### src/rtl/tri_bbox_scanner.sv
// Triangle bounding-box scanner: latches three 16.16 vertices, derives the screen-clamped
// integer pixel box and streams every pixel in raster order (x fastest) with last/done flags.
module tri_bbox_scanner #(
    parameter int COORD_WIDTH = 32,
    parameter int FRAC_BITS   = 16,
    parameter int SCREEN_W    = 320,
    parameter int SCREEN_H    = 180,
    parameter int PIX_W       = $clog2((SCREEN_W > SCREEN_H) ? SCREEN_W : SCREEN_H)
) (
    input  logic                               clk_in,
    input  logic                               rst_in,
    input  logic signed [2:0][COORD_WIDTH-1:0] a,
    input  logic signed [2:0][COORD_WIDTH-1:0] b,
    input  logic signed [2:0][COORD_WIDTH-1:0] c,
    input  logic                               tri_valid,
    output logic                               tri_ready,
    output logic signed [2:0][COORD_WIDTH-1:0] p,
    output logic [PIX_W-1:0]                   px,
    output logic [PIX_W-1:0]                   py,
    output logic                               p_valid,
    input  logic                               p_ready,
    output logic                               p_last,
    output logic                               done,
    output logic                               busy
);

    localparam int IW = COORD_WIDTH - FRAC_BITS;
    localparam logic signed [IW-1:0] XLIM = IW'(SCREEN_W - 1);
    localparam logic signed [IW-1:0] YLIM = IW'(SCREEN_H - 1);

    typedef enum logic [2:0] {
        S_IDLE,
        S_BBOX,
        S_CLAMP,
        S_SCAN,
        S_FINISH
    } state_t;

    state_t state_q, state_d;
    logic   bbox_step_q;

    logic [COORD_WIDTH-1:0] vin_x [3];
    logic [COORD_WIDTH-1:0] vin_y [3];
    logic signed [IW-1:0]   ix [3];
    logic signed [IW-1:0]   iy [3];

    logic signed [IW-1:0] bxmin_q, bxmax_q, bymin_q, bymax_q;
    logic [PIX_W-1:0]     xmin_q, xmax_q, ymax_q, px_q, py_q;

    logic accept, floor_en, minmax_en, empty, at_last;
    logic signed [IW-1:0] cx_lo, cx_hi, cy_lo, cy_hi;

    assign vin_x[0] = a[0];
    assign vin_x[1] = b[0];
    assign vin_x[2] = c[0];
    assign vin_y[0] = a[1];
    assign vin_y[1] = b[1];
    assign vin_y[2] = c[1];

    logic unused_z;
    assign unused_z = ^{a[2], b[2], c[2]};

    assign accept    = (state_q == S_IDLE) && tri_valid;
    assign floor_en  = (state_q == S_BBOX) && !bbox_step_q;
    assign minmax_en = (state_q == S_BBOX) && bbox_step_q;

    // Box derivation takes two cycles (floor, then min/max) so the first pixel
    // appears three edges after acceptance.
    genvar gi;
    generate
        for (gi = 0; gi < 3; gi++) begin : g_vtx
            logic [COORD_WIDTH-1:0] vx_q, vy_q;
            logic signed [IW-1:0]   ix_q, iy_q;
            logic                   unused_frac;

            always_ff @(posedge clk_in or negedge rst_in) begin
                if (!rst_in) begin
                    vx_q <= '0;
                    vy_q <= '0;
                    ix_q <= '0;
                    iy_q <= '0;
                end else begin
                    if (accept) begin
                        vx_q <= vin_x[gi];
                        vy_q <= vin_y[gi];
                    end
                    // Dropping the fraction bits of a two's-complement value is floor().
                    if (floor_en) begin
                        ix_q <= vx_q[COORD_WIDTH-1:FRAC_BITS];
                        iy_q <= vy_q[COORD_WIDTH-1:FRAC_BITS];
                    end
                end
            end

            assign unused_frac = ^{vx_q[FRAC_BITS-1:0], vy_q[FRAC_BITS-1:0]};
            assign ix[gi] = ix_q;
            assign iy[gi] = iy_q;
        end
    endgenerate

    function automatic logic signed [IW-1:0] min3(input logic signed [IW-1:0] v0,
                                                  input logic signed [IW-1:0] v1,
                                                  input logic signed [IW-1:0] v2);
        logic signed [IW-1:0] m;
        m = (v0 < v1) ? v0 : v1;
        return (m < v2) ? m : v2;
    endfunction

    function automatic logic signed [IW-1:0] max3(input logic signed [IW-1:0] v0,
                                                  input logic signed [IW-1:0] v1,
                                                  input logic signed [IW-1:0] v2);
        logic signed [IW-1:0] m;
        m = (v0 > v1) ? v0 : v1;
        return (m > v2) ? m : v2;
    endfunction

    assign empty = bxmax_q[IW-1] || bymax_q[IW-1] || (bxmin_q > XLIM) || (bymin_q > YLIM);

    // Once the box is known to overlap the screen only one side of each bound can be off-screen.
    assign cx_lo = bxmin_q[IW-1] ? '0 : bxmin_q;
    assign cx_hi = (bxmax_q > XLIM) ? XLIM : bxmax_q;
    assign cy_lo = bymin_q[IW-1] ? '0 : bymin_q;
    assign cy_hi = (bymax_q > YLIM) ? YLIM : bymax_q;

    assign at_last = (px_q == xmax_q) && (py_q == ymax_q);

    always_ff @(posedge clk_in or negedge rst_in) begin
        if (!rst_in) begin
            state_q     <= S_IDLE;
            bbox_step_q <= 1'b0;
        end else begin
            state_q     <= state_d;
            bbox_step_q <= floor_en;
        end
    end

    always_comb begin
        state_d = state_q;
        case (state_q)
            S_IDLE:   if (tri_valid) state_d = S_BBOX;
            S_BBOX:   if (bbox_step_q) state_d = S_CLAMP;
            S_CLAMP:  state_d = empty ? S_FINISH : S_SCAN;
            S_SCAN:   if (p_ready && at_last) state_d = S_FINISH;
            S_FINISH: state_d = S_IDLE;
            default:  state_d = S_IDLE;
        endcase
    end

    always_ff @(posedge clk_in or negedge rst_in) begin
        if (!rst_in) begin
            bxmin_q <= '0;
            bxmax_q <= '0;
            bymin_q <= '0;
            bymax_q <= '0;
            xmin_q  <= '0;
            xmax_q  <= '0;
            ymax_q  <= '0;
            px_q    <= '0;
            py_q    <= '0;
        end else begin
            if (minmax_en) begin
                bxmin_q <= min3(ix[0], ix[1], ix[2]);
                bxmax_q <= max3(ix[0], ix[1], ix[2]);
                bymin_q <= min3(iy[0], iy[1], iy[2]);
                bymax_q <= max3(iy[0], iy[1], iy[2]);
            end
            if (state_q == S_CLAMP && !empty) begin
                xmin_q <= cx_lo[PIX_W-1:0];
                xmax_q <= cx_hi[PIX_W-1:0];
                ymax_q <= cy_hi[PIX_W-1:0];
                px_q   <= cx_lo[PIX_W-1:0];
                py_q   <= cy_lo[PIX_W-1:0];
            end
            if (state_q == S_SCAN && p_ready && !at_last) begin
                if (px_q == xmax_q) begin
                    px_q <= xmin_q;
                    py_q <= py_q + 1'b1;
                end else begin
                    px_q <= px_q + 1'b1;
                end
            end
        end
    end

    assign tri_ready = (state_q == S_IDLE);
    assign busy      = (state_q != S_IDLE);
    assign p_valid   = (state_q == S_SCAN);
    assign p_last    = (state_q == S_SCAN) && at_last;
    assign done      = (state_q == S_FINISH);
    assign px        = px_q;
    assign py        = py_q;
    assign p[0]      = {{(COORD_WIDTH-PIX_W-FRAC_BITS){1'b0}}, px_q, {FRAC_BITS{1'b0}}};
    assign p[1]      = {{(COORD_WIDTH-PIX_W-FRAC_BITS){1'b0}}, py_q, {FRAC_BITS{1'b0}}};
    assign p[2]      = '0;

endmodule

### config.mk
export PLATFORM = sky130hd
export DESIGN_NAME = tri_bbox_scanner
export DESIGN_NICKNAME = d
export VERILOG_FILES = /design/src/rtl/tri_bbox_scanner.sv
export SDC_FILE = /design/constraint.sdc
export NUM_CORES = 1
export LEC_CHECK = 0
export ABC_CLOCK_PERIOD_IN_PS = 13100
export CAP_MARGIN = 20
export CORE_MARGIN = 2
export CORE_UTILIZATION = 25
export CTS_BUF_LIST = sky130_fd_sc_hd__clkbuf_16
export CTS_CLUSTER_SIZE = 14
export DETAILED_ROUTE_END_ITERATION = 7
export PLACE_DENSITY = 0.46
export SKIP_CTS_REPAIR_TIMING = 1
export SYNTH_ARGS = -nofsm -noshare
export SYNTH_HDL_FRONTEND = slang
export SYNTH_SLANG_ARGS = --single-unit
### constraint.sdc
create_clock -name clk_in -period 13.1 [get_ports clk_in]
set_input_delay 2.62 -clock clk_in [delete_from_list [all_inputs] [get_ports clk_in]]
set_output_delay 2.62 -clock clk_in [all_outputs]
set_load 0.1 [all_outputs]
==> impl_metrics.env <==
export IMPL_synth_main_ff_cell="dfrtp_1"
export IMPL_highest_signal_layer="met5"
export IMPL_final_layout_size_suffix_gt1_frac=0.142
export IMPL_syn_instance_count=1657
export IMPL_synth_cell_type_count=72
export IMPL_route_met2_wl_mm=19.4
export IMPL_synth_avg_cell_area_um2=10.4
export IMPL_period_minus_slack_ns=6.10
export IMPL_initial_core_util=0.251
export IMPL_required_time_at_the_endpoint_of_the_critical_path_ns=10.48
export IMPL_crit_chain="xnor2_1 -> nand4_1 -> nor4_1 -> and3_1 -> clkdlybuf4s50_1"
export IMPL_core_rowCount=96
export IMPL_cts_inserted_buffers=35
export IMPL_cp_top_family="buffers and inverters"
export IMPL_clock_tree_buffer_depth=3
export IMPL_fin_nets=2136
export IMPL_viasPerCell=4.62
export IMPL_synthesis_to_finish_area_growth_pct=17.4
export IMPL_worst_path_max_fanout=7
export IMPL_detailed_place_area_um2=19000
export IMPL_critical_path_endpoint_type="output port"
export IMPL_critical_path_max_stage_delay_ns=1.20
export IMPL_grt_start_max_net_pins=104
export IMPL_vias=12200
export IMPL_grt_pass1_vias=12400
export IMPL_worst_slew_pin_transition_ns=1.08
export IMPL_antenna_violations_before_repair=3
export IMPL_crit_type="flip-flop to output port"
export IMPL_clk_root_buffer_cell="clkbuf_16"
export IMPL_fmax_ghz=0.164
export IMPL_cts_sinks=305
export IMPL_clock_tree_from_tritoncts="built"
export IMPL_synth_yosys_warnings=0
export IMPL_outcome="complete, no violations"
export IMPL_gpl_final_weighted_congestion=0.810
export IMPL_ys_async_sr_fraction=1.00
export IMPL_ys_seq_area_frac=0.445
export IMPL_detail_route_wirelength_met1_mm=22.7
export IMPL_path_clk_slew_ns=0.06
export IMPL_port_buffers=140
export IMPL_die_area_um2=70700
export IMPL_worst_setup_path_startpoint="py[3]$_DFF_PN0_"
export IMPL_drv_slew=0
export IMPL_clock_tree_htree_level_count=2
export IMPL_floorplan_io_pins=411
export IMPL_min_delay_path_class="flip-flop to flip-flop"
export IMPL_reg2reg_from="g_vtx[0].ix_q[15]$_DFFE_PN0P_"
export IMPL_synthesis_area_um2=17200
export IMPL_dp_final_hpwl_mm=32.6
export IMPL_detail_route_iter0_violations=726
export IMPL_drtPass1Iterations=5
export IMPL_post_route_ant_nets=0
export IMPL_multi_input_area_um2=8380
export IMPL_synthDominantAreaCellType="dfrtp_1"
export IMPL_regArea_um2=7630
export IMPL_timing_setup_tns_ns=0
export IMPL_grt_total_usage=0.127
export IMPL_number_of_flops_mapped_to_enable_cells_by_yosys=0
export IMPL_layout_worst_path_cycle_share=0.465
export IMPL_finalHoldViolations=0
export IMPL_worst_path_buf_inv=1
export IMPL_global_route_wire_length_before_repair_mm=71.6
export IMPL_drt_wirelength_per_cell_um=16.8
export IMPL_synth_largest_type_area_fraction=0.445
export IMPL_horizontal_extent_of_the_die_um=266
export IMPL_core_region_area_um2=68200
export IMPL_drt_total_wl_mm=44.7
export IMPL_overflow=0
export IMPL_antennaDiodeCount=0
export IMPL_ys_seq_elements=305
export IMPL_drc=0
export IMPL_final_core_utilization=0.295
export IMPL_worst_skew_pair_late_latency_ns=0.53
export IMPL_n_fill_cell=7080
export IMPL_timing_final_setup_violations=0
export IMPL_hp_start="xmin_q[6]$_DFFE_PN0P_"
export IMPL_setup_worst_path_start_class="flip-flop"
export IMPL_cp_slowest_cell="clkdlybuf4s50_1"
export IMPL_worst_clock_skew_ns=0.0132
export IMPL_wl_met3_mm=1.79
export IMPL_drv_cap=0
export IMPL_finalInstanceArea_um2=20100
export IMPL_slew_headroom=0.277
export IMPL_synth_area_leaders="dfrtp_1 44%, mux2_2 9.2%, ha_1 7.0%, buf_4 4.2%, nand2_1 3.8%"
export IMPL_die_h_um=266
export IMPL_crit_arrival_ns=3.48
export IMPL_grt_setup_unrepaired="false"
## state kept, by name, indices dropped and copies added (netlist names)
register and count:
g_vtx.vy_q 48, bymin_q 16, state_q 3, bxmax_q 16, bbox_step_q 1, g_vtx.ix_q 48
g_vtx.iy_q 48, xmax_q 9, bxmin_q 16, ymax_q 9, py 9, px 9
bymax_q 16, g_vtx.vx_q 48, xmin_q 9
## cell families after synthesis
family,Yosys count,share of synthesized area
XOR/XNOR,23,0.0117
flip-flops,305,0.445
buffers and inverters,272,0.0852
AND/OR/NAND/NOR,401,0.116
AO/OA/AOI/OAI,348,0.133
adder cells (fa/ha/maj),96,0.0700
multiplexers,211,0.139
other,1,0.000219
## layer usage
layer  up-vias  track usage
met5         -            0
met4         4       0.0313
met3        51       0.0173
met2       271        0.193
met1      5996        0.189
li1       5922            -
## worst reg2reg max path: stages (launching register included)
cell       delay (ns)
dfrtp_1          0.41
ha_1             0.29
buf_4            0.45
nand4_1          0.22
nor3_2           0.43
o21a_1           0.64
o21ai_1          0.26
a22oi_4          0.70
mux2i_1          0.41
inv_1            0.08
ha_1             0.30
a21o_1           0.18
a2111oi_0        0.38
o31ai_1          0.16
o31ai_2          0.28
or2_2            0.39
o211ai_1         0.15
## through the flow
| step | cells | hold slack (ns) | worst slack, ns |
|---|---|---|---|
| after floorplan | 1734 | 0.439 | 7.61 |
| after global routing | 2653 | 0.496 | 6.77 |
| final | 2653 | 0.469 | 7.00 |
| after global placement | 2591 | 0.451 | 7.22 |
| after CTS | 2651 | 0.472 | 6.96 |
| after detailed placement | 2591 | 0.457 | 7.16 |
## area by class of cell
class | count | area share
timing repair buffer | 159 | 0.0789
clock buffer | 37 | 0.0460
sequential | 305 | 0.379
multi-input combinational | 1157 | 0.416
tap | 882 | 0.0548
clock inverter | 23 | 0.00820
inverter | 90 | 0.0168
## cells in the mapped netlist, types with 22 or more instances
master / number
nor2_1: 55
dfrtp_1: 305
a22o_1: 22
nand3_1: 33
o21ai_0: 104
nand2_1: 173
a21oi_1: 62
buf_4: 96
mux2i_1: 51
o21ai_1: 33
inv_1: 90
ha_1: 96
mux2_2: 140
clkbuf_1: 61
nand4_1: 28
## cell usage in the layout (no fill, tap or decap), drive strengths merged, types with 11 or more instances in the layout
cell type | Yosys | routed
or4 | 15 | 15
nor4 | 12 | 12
clkbuf | 61 | 37
dfrtp | 305 | 305
a21o | 16 | 16
nor2b | 11 | 11
a22o | 22 | 22
nand2b | 18 | 18
clkinv | 0 | 15
mux2 | 160 | 160
xnor2 | 16 | 16
o31a | 15 | 15
nand2 | 173 | 173
nand3b | 19 | 19
o211ai | 19 | 19
inv | 90 | 94
o21ai | 137 | 137
conb | 1 | 78
clkdlybuf4s50 | 0 | 139
ha | 96 | 96
a21oi | 62 | 62
nand3 | 33 | 33
buf | 121 | 20
mux2i | 51 | 51
nor2 | 55 | 55
a22oi | 23 | 23
nand4 | 29 | 29
## path summary, 6_finish.rpt
| path | end | slack [ns] | cells past startpoint |
|---|---|---|---|
| worst max-delay path | p_last | 7.00 | 5 |
| worst min-delay path | xmin_q[6]$_DFFE_PN0P_ | 0.47 | 2 |
| worst max register to register | bxmax_q[11]$_DFFE_PN0P_ | 7.23 | 16 |
| worst min register to register | xmin_q[6]$_DFFE_PN0P_ | 0.47 | 2 |
| max in group asynchronous | g_vtx[1].ix_q[10]$_DFFE_PN0P_ | 9.13 | 4 |
| min in group asynchronous | py[7]$_DFF_PN0_ | 2.13 | 1 |
Power is left out: the tool's default activity adds up to more than one toggle a clock period on the data nets, which glitch-free logic cannot reach.
